===== src/rtl/masked_cam.sv =====
// Masked CAM: DEPTH x WIDTH entries with per-entry valid bits, indexed/allocating
// write, invalidate, indexed read and don't-care search; all results registered.

module masked_cam_entry #(
   parameter int WIDTH = 32
) (
   input  logic [WIDTH-1:0] i_data,
   input  logic [WIDTH-1:0] i_key,
   input  logic [WIDTH-1:0] i_mask,
   input  logic             i_valid,
   output logic             o_match
);
   assign o_match = i_valid && (((i_data ^ i_key) & i_mask) == '0);
endmodule

module masked_cam #(
   parameter int WIDTH      = 32,
   parameter int DEPTH      = 32,
   parameter int ADDR_WIDTH = $clog2(DEPTH)
) (
   input  logic                  clk_i,
   input  logic                  rst_i,
   input  logic                  read_enable_i,
   input  logic [ADDR_WIDTH-1:0] read_index_i,
   input  logic                  write_enable_i,
   input  logic [ADDR_WIDTH-1:0] write_index_i,
   input  logic [WIDTH-1:0]      write_data_i,
   input  logic                  alloc_enable_i,
   input  logic                  inval_enable_i,
   input  logic [ADDR_WIDTH-1:0] inval_index_i,
   input  logic                  search_enable_i,
   input  logic [WIDTH-1:0]      search_data_i,
   input  logic [WIDTH-1:0]      search_mask_i,
   output logic                  read_valid_o,
   output logic [WIDTH-1:0]      read_value_o,
   output logic                  search_valid_o,
   output logic [ADDR_WIDTH-1:0] search_index_o,
   output logic                  search_multi_o,
   output logic                  alloc_done_o,
   output logic                  alloc_fail_o,
   output logic [ADDR_WIDTH-1:0] alloc_index_o,
   output logic                  full_o,
   output logic [ADDR_WIDTH:0]   count_o
);
   localparam logic [ADDR_WIDTH:0] DEPTH_L = (ADDR_WIDTH+1)'(DEPTH);

   logic [WIDTH-1:0]      r_data [DEPTH];
   logic [DEPTH-1:0]      r_valid;

   logic                  r_read_valid;
   logic [WIDTH-1:0]      r_read_value;
   logic                  r_search_valid;
   logic [ADDR_WIDTH-1:0] r_search_index;
   logic                  r_search_multi;
   logic                  r_alloc_done;
   logic                  r_alloc_fail;
   logic [ADDR_WIDTH-1:0] r_alloc_index;
   logic                  r_full;
   logic [ADDR_WIDTH:0]   r_count;

   logic [DEPTH-1:0]      w_match;
   logic                  w_wr_ok;
   logic                  w_inv_ok;
   logic                  w_rd_ok;
   logic                  w_free_any;
   logic [ADDR_WIDTH-1:0] w_free_idx;
   logic                  w_hit;
   logic                  w_multi;
   logic [ADDR_WIDTH-1:0] w_hit_idx;
   logic                  w_alloc_go;
   logic [DEPTH-1:0]      w_valid_nxt;
   logic [ADDR_WIDTH:0]   w_count;

   genvar g;
   generate
      for (g = 0; g < DEPTH; g++) begin : g_entry
         masked_cam_entry #(.WIDTH(WIDTH)) u_entry (
            .i_data  (r_data[g]),
            .i_key   (search_data_i),
            .i_mask  (search_mask_i),
            .i_valid (r_valid[g]),
            .o_match (w_match[g])
         );
      end
   endgenerate

   always_comb begin
      w_wr_ok  = write_enable_i && ({1'b0, write_index_i} < DEPTH_L);
      w_inv_ok = inval_enable_i && ({1'b0, inval_index_i} < DEPTH_L);
      w_rd_ok  = read_enable_i  && ({1'b0, read_index_i}  < DEPTH_L);

      // Lowest free entry; downward scan leaves the smallest index last.
      w_free_any = 1'b0;
      w_free_idx = '0;
      for (int i = DEPTH - 1; i >= 0; i--) begin
         if (!r_valid[i]) begin
            w_free_any = 1'b1;
            w_free_idx = ADDR_WIDTH'(i);
         end
      end

      w_hit     = 1'b0;
      w_multi   = 1'b0;
      w_hit_idx = '0;
      for (int i = 0; i < DEPTH; i++) begin
         if (w_match[i]) begin
            if (w_hit) w_multi = 1'b1;
            else begin
               w_hit     = 1'b1;
               w_hit_idx = ADDR_WIDTH'(i);
            end
         end
      end

      // An indexed write in the same cycle pre-empts allocation.
      w_alloc_go = alloc_enable_i && !write_enable_i && w_free_any;

      // Invalidate first so a write to the same index wins.
      w_valid_nxt = r_valid;
      if (w_inv_ok)   w_valid_nxt[inval_index_i] = 1'b0;
      if (w_wr_ok)    w_valid_nxt[write_index_i] = 1'b1;
      if (w_alloc_go) w_valid_nxt[w_free_idx]    = 1'b1;

      w_count = '0;
      for (int i = 0; i < DEPTH; i++)
         w_count = w_count + (ADDR_WIDTH+1)'(w_valid_nxt[i]);
   end

   always_ff @(posedge clk_i or posedge rst_i) begin
      if (rst_i) begin
         for (int i = 0; i < DEPTH; i++) r_data[i] <= '0;
         r_valid        <= '0;
         r_read_valid   <= 1'b0;
         r_read_value   <= '0;
         r_search_valid <= 1'b0;
         r_search_index <= '0;
         r_search_multi <= 1'b0;
         r_alloc_done   <= 1'b0;
         r_alloc_fail   <= 1'b0;
         r_alloc_index  <= '0;
         r_full         <= 1'b0;
         r_count        <= '0;
      end else begin
         if (w_wr_ok)         r_data[write_index_i] <= write_data_i;
         else if (w_alloc_go) r_data[w_free_idx]    <= write_data_i;
         r_valid <= w_valid_nxt;

         if (w_rd_ok && r_valid[read_index_i]) begin
            r_read_valid <= 1'b1;
            r_read_value <= r_data[read_index_i];
         end else begin
            r_read_valid <= 1'b0;
            r_read_value <= '0;
         end

         r_search_valid <= search_enable_i && w_hit;
         r_search_index <= (search_enable_i && w_hit) ? w_hit_idx : '0;
         r_search_multi <= search_enable_i && w_multi;

         r_alloc_done  <= w_alloc_go;
         r_alloc_fail  <= alloc_enable_i && !w_alloc_go;
         r_alloc_index <= w_alloc_go ? w_free_idx : '0;

         r_count <= w_count;
         r_full  <= (w_count == DEPTH_L);
      end
   end

   assign read_valid_o   = r_read_valid;
   assign read_value_o   = r_read_value;
   assign search_valid_o = r_search_valid;
   assign search_index_o = r_search_index;
   assign search_multi_o = r_search_multi;
   assign alloc_done_o   = r_alloc_done;
   assign alloc_fail_o   = r_alloc_fail;
   assign alloc_index_o  = r_alloc_index;
   assign full_o         = r_full;
   assign count_o        = r_count;
endmodule


===== config.mk =====
export PLATFORM = sky130hd
export DESIGN_NAME = masked_cam
export DESIGN_NICKNAME = d
export VERILOG_FILES = /design/src/rtl/masked_cam.sv
export SDC_FILE = /design/constraint.sdc
export NUM_CORES = 2
export LEC_CHECK = 0
export ABC_CLOCK_PERIOD_IN_PS = 40300
export CAP_MARGIN = 30
export CORE_ASPECT_RATIO = 1.2
export CORE_MARGIN = 10
export CORE_UTILIZATION = 59
export CTS_BUF_LIST = sky130_fd_sc_hd__clkbuf_8
export DETAILED_ROUTE_END_ITERATION = 10
export PLACE_DENSITY = 0.8
export SYNTH_ARGS = -nofsm -noshare
export SYNTH_HDL_FRONTEND = slang
export SYNTH_SLANG_ARGS = --single-unit

===== constraint.sdc =====
create_clock -name clk_i -period 40.3 [get_ports clk_i]
set_clock_uncertainty 0.2 [all_clocks]
set_input_delay 8.06 -clock clk_i [delete_from_list [all_inputs] [get_ports clk_i]]
set_output_delay 8.06 -clock clk_i [all_outputs]
set_load 0.005 [all_outputs]

==> out/metrics.csv <==
stage;metric;value;unit
grt;grt_pass1_wl;445;mm
die;start_util;59.5;%
setup_path;critPathArrivalTime;15.78;ns
layout;drive_gt1_share;31.5;%
layout;fillers;8748;
placed_design;placed_area;0.0692;mm2
die;io_pins;172;
setup_path;crit_start;write_enable_i;
clock_network;hold_buffers;0;
clock_network;cts.sinks;1110;
die;dieArea;0.128;mm2
routing;vias_per_cell;7.76;
setup_path;r2r_start;r_valid[29]$_DFF_PP0_;
setup_path;path_class;in2reg;
synth;synth-async-reset-ratio;100;%
setup_path;cp-start-kind;input pin;
clock_network;cts_tree;built;
routing;wl;323;mm
layout;post-route-cell-area;0.0732;mm2
grt;antenna_found_initial;31;
placed_design;hpwl;217;mm
die;die_x;328;um
run;maxCapViolations;0;
sta;setup_viol;0;
grt;grt_pass1_vias;53241;
sta;fin_crit;15.12;ns
sta;finalMaxSlewViolations;0;
power_and_ir_drop;total_power;5.04;mW
routing;ant_nets;0;
die;num_rows;135;
clock_network;clock_path_buffers;3;
placed_design;gp_congestion;1.09;
min_path;min_from;r_data[272]$_DFFE_PP0P_;
setup_path;cp_slowest_cell;and3_1;
synth;synth_cell_types;90;
die;core;0.113;mm2
power_and_ir_drop;vdd_drop_max;0.198;mV
routing;dr.pass1.iters;10;
die;dieHeight;390;um
setup_path;crit_required;40.97;ns
setup_path;max_stage_delay;0.84;ns
routing;routedWlPerCell;45.9;um
power_and_ir_drop;p_leak;33.3;nW
setup_path;crit_top_cell;fa_1;
sta;layout_setup_ws;25.18;ns
synth;syn-num-nets;5530;
synth;syn_area;0.0674;mm2
clock_network;h-tree-depth;4;
synth;ys_warn_count;0;
layout;nets;5532;
clock_network;path_clk_slew;0.06;ns
placed_design;pre_cts_slack;24.25;ns
synth;synth_seq_cells;1110;
status;violations;DRC;
synth;ys_seq_area_share;41.2;%
synth;syn_area_per_cell;12.5;um2
setup_path;path_buf_inv;8;
setup_path;crit_fanout;34;
grt;grt.total_usage;50.4;%
sta;tns;0;ns
status;status;finished, violations left;
sta;fmax;0.0662;GHz
sta;rsz0062_at_grt;no;
clock_network;cts_buffers;180;
clock_network;cts_resized;0;
clock_network;cts_setup_buffers;0;
layout;area_delta_synth_final;8.59;%
clock_network;root_buffer;clkbuf_8;
synth;synth_edf_count;0;
clock_network;clk_latency;1.02;ns
sta;fin_crit_sh;37.5;%
setup_path;end_kind;register;
synth;synth_cells;5381;
sta;fin_hold_ws;0.330;ns
setup_path;critPathTopFamily;adder cells;
min_path;hp-class;reg2reg;
grt;grt-ovfl-total;0;
power_and_ir_drop;power.density;69.0;mW/mm2
routing;vias;54672;
synth;synth_top_flop_cell;dfrtp_1;
routing;drc_errors;3;
grt;grt_max_degree;176;
routing;drt_iter0_markers;10062;
placed_design;portBuffers;171;
sta;worstMarginPinSlew;1.31;ns
sta;relSlewSlack;12.5;%
sta;finalHoldViolations;0;
worst register-to-register path, delay by kind of cell, from the launching register on:
family	cells	cell delay, ns
AO/OA/AOI/OAI	10	1.90
adder cells (fa/ha/maj)	8	3.57
AND/OR/NAND/NOR	5	1.47
flip-flops	1	0.46
XOR/XNOR	1	0.15
buffers and inverters	7	1.11
layer usage:
metal  track usage [%]  vias up  wire length, um
met5              1.76        -              315
met4              47.1       27            42000
met3              23.2     1908            46700
met2              71.6     5481           135000
met1              55.3    27346            99900
li1                  -    19910                -
synth_stat cells, drive strengths merged (24+ instances only):
library cell / instances / area [um2]
mux2i: 32 / 320
xor2: 1024 / 8970
mux2: 833 / 9460
a221oi: 62 / 549
nor2: 72 / 270
a21oi: 34 / 272
buf: 345 / 2350
dfrtp: 1110 / 27800
a222oi: 32 / 320
o21ai: 239 / 1200
clkbuf: 196 / 736
nand3: 28 / 145
inv: 45 / 169
mux4: 330 / 7430
nor3: 37 / 219
a22oi: 331 / 2520
fa: 24 / 480
nand2: 147 / 552
a22o: 62 / 543
nand4: 130 / 820
o2bb2ai: 96 / 841
layout make-up:
cell class | count | area (um2) | area share, %
Multi-Input combinational cell | 3685 | 36600 | 50.0
Sequential cell | 1110 | 27800 | 38.0
Clock buffer | 230 | 3170 | 4.33
Timing Repair Buffer | 361 | 3090 | 4.22
Tap cell | 1507 | 1890 | 2.58
Clock inverter | 93 | 475 | 0.650
Inverter | 45 | 176 | 0.241
Antenna cell | 17 | 42.5 | 0.0581
per-stage QoR:
step	cells	util, %
3_3_place_gp	6670	60.9
4_1_cts	7003	64.3
2_1_floorplan	5381	-
6_report	7048	64.6
3_5_place_dp	6680	61.1
5_1_grt	7033	64.6
report_power, final:
| group | switching, mW | internal (mW) |
|---|---|---|
| Clock | 0.496 | 0.524 |
| Combinational | 1.26 | 0.938 |
| Sequential | 0.382 | 1.44 |
cells by family after synthesis:
| logic type | count (synthesis) | share of synthesized area (%) |
|---|---|---|
| xor+xnor | 1027 | 13.4 |
| flops | 1110 | 41.2 |
| mux | 1195 | 25.5 |
| fa+ha+maj | 36 | 0.917 |
| compound gates | 920 | 10.1 |
| buf+inv | 586 | 4.83 |
| simple gates | 507 | 4.00 |
placed cells by master (no fill, tap or decap), drive strengths merged, types with 12 or more instances in the layout:
cell           instances
nand3                 28
o2bb2ai               96
a22o                  62
dfrtp               1110
mux2i                 32
nand3b                12
mux4                 330
fa                    24
clkbuf               233
and2                  19
xor2                1024
diode                 17
buf                  247
a21oi                 34
a22oi                331
clkinv                18
nor3                  37
and3                  13
o21ai                239
a31oi                 13
a221oi                62
nand2                147
mux2                 833
inv                  113
nor2                  72
clkdlybuf4s50        111
a222oi                32
nand4                130
sequential cells by signal (all words and copies together) (netlist names):
| name | count |
|---|---|
| read_valid_o | 1 |
| alloc_index_o | 5 |
| r_valid | 32 |
| alloc_done_o | 1 |
| r_data | 1024 |
| search_valid_o | 1 |
| search_multi_o | 1 |
| read_value_o | 32 |
| alloc_fail_o | 1 |
| search_index_o | 5 |
| count_o | 6 |
| full_o | 1 |
path summary, 6_finish.rpt:
check | end | slack, ns | depth (start not counted)
min in group asynchronous | r_data[462]$_DFFE_PP0P_ | 7.39 | 2
max in group asynchronous | r_valid[28]$_DFF_PP0_ | 27.77 | 7
worst min register to register | r_data[272]$_DFFE_PP0P_ | 0.33 | 1
worst max-delay path | full_o$_DFF_PP0_ | 25.18 | 26
worst max register to register | full_o$_DFF_PP0_ | 31.33 | 31
worst min-delay path | r_data[272]$_DFFE_PP0P_ | 0.33 | 1
Power figures use the tool's default switching activity.
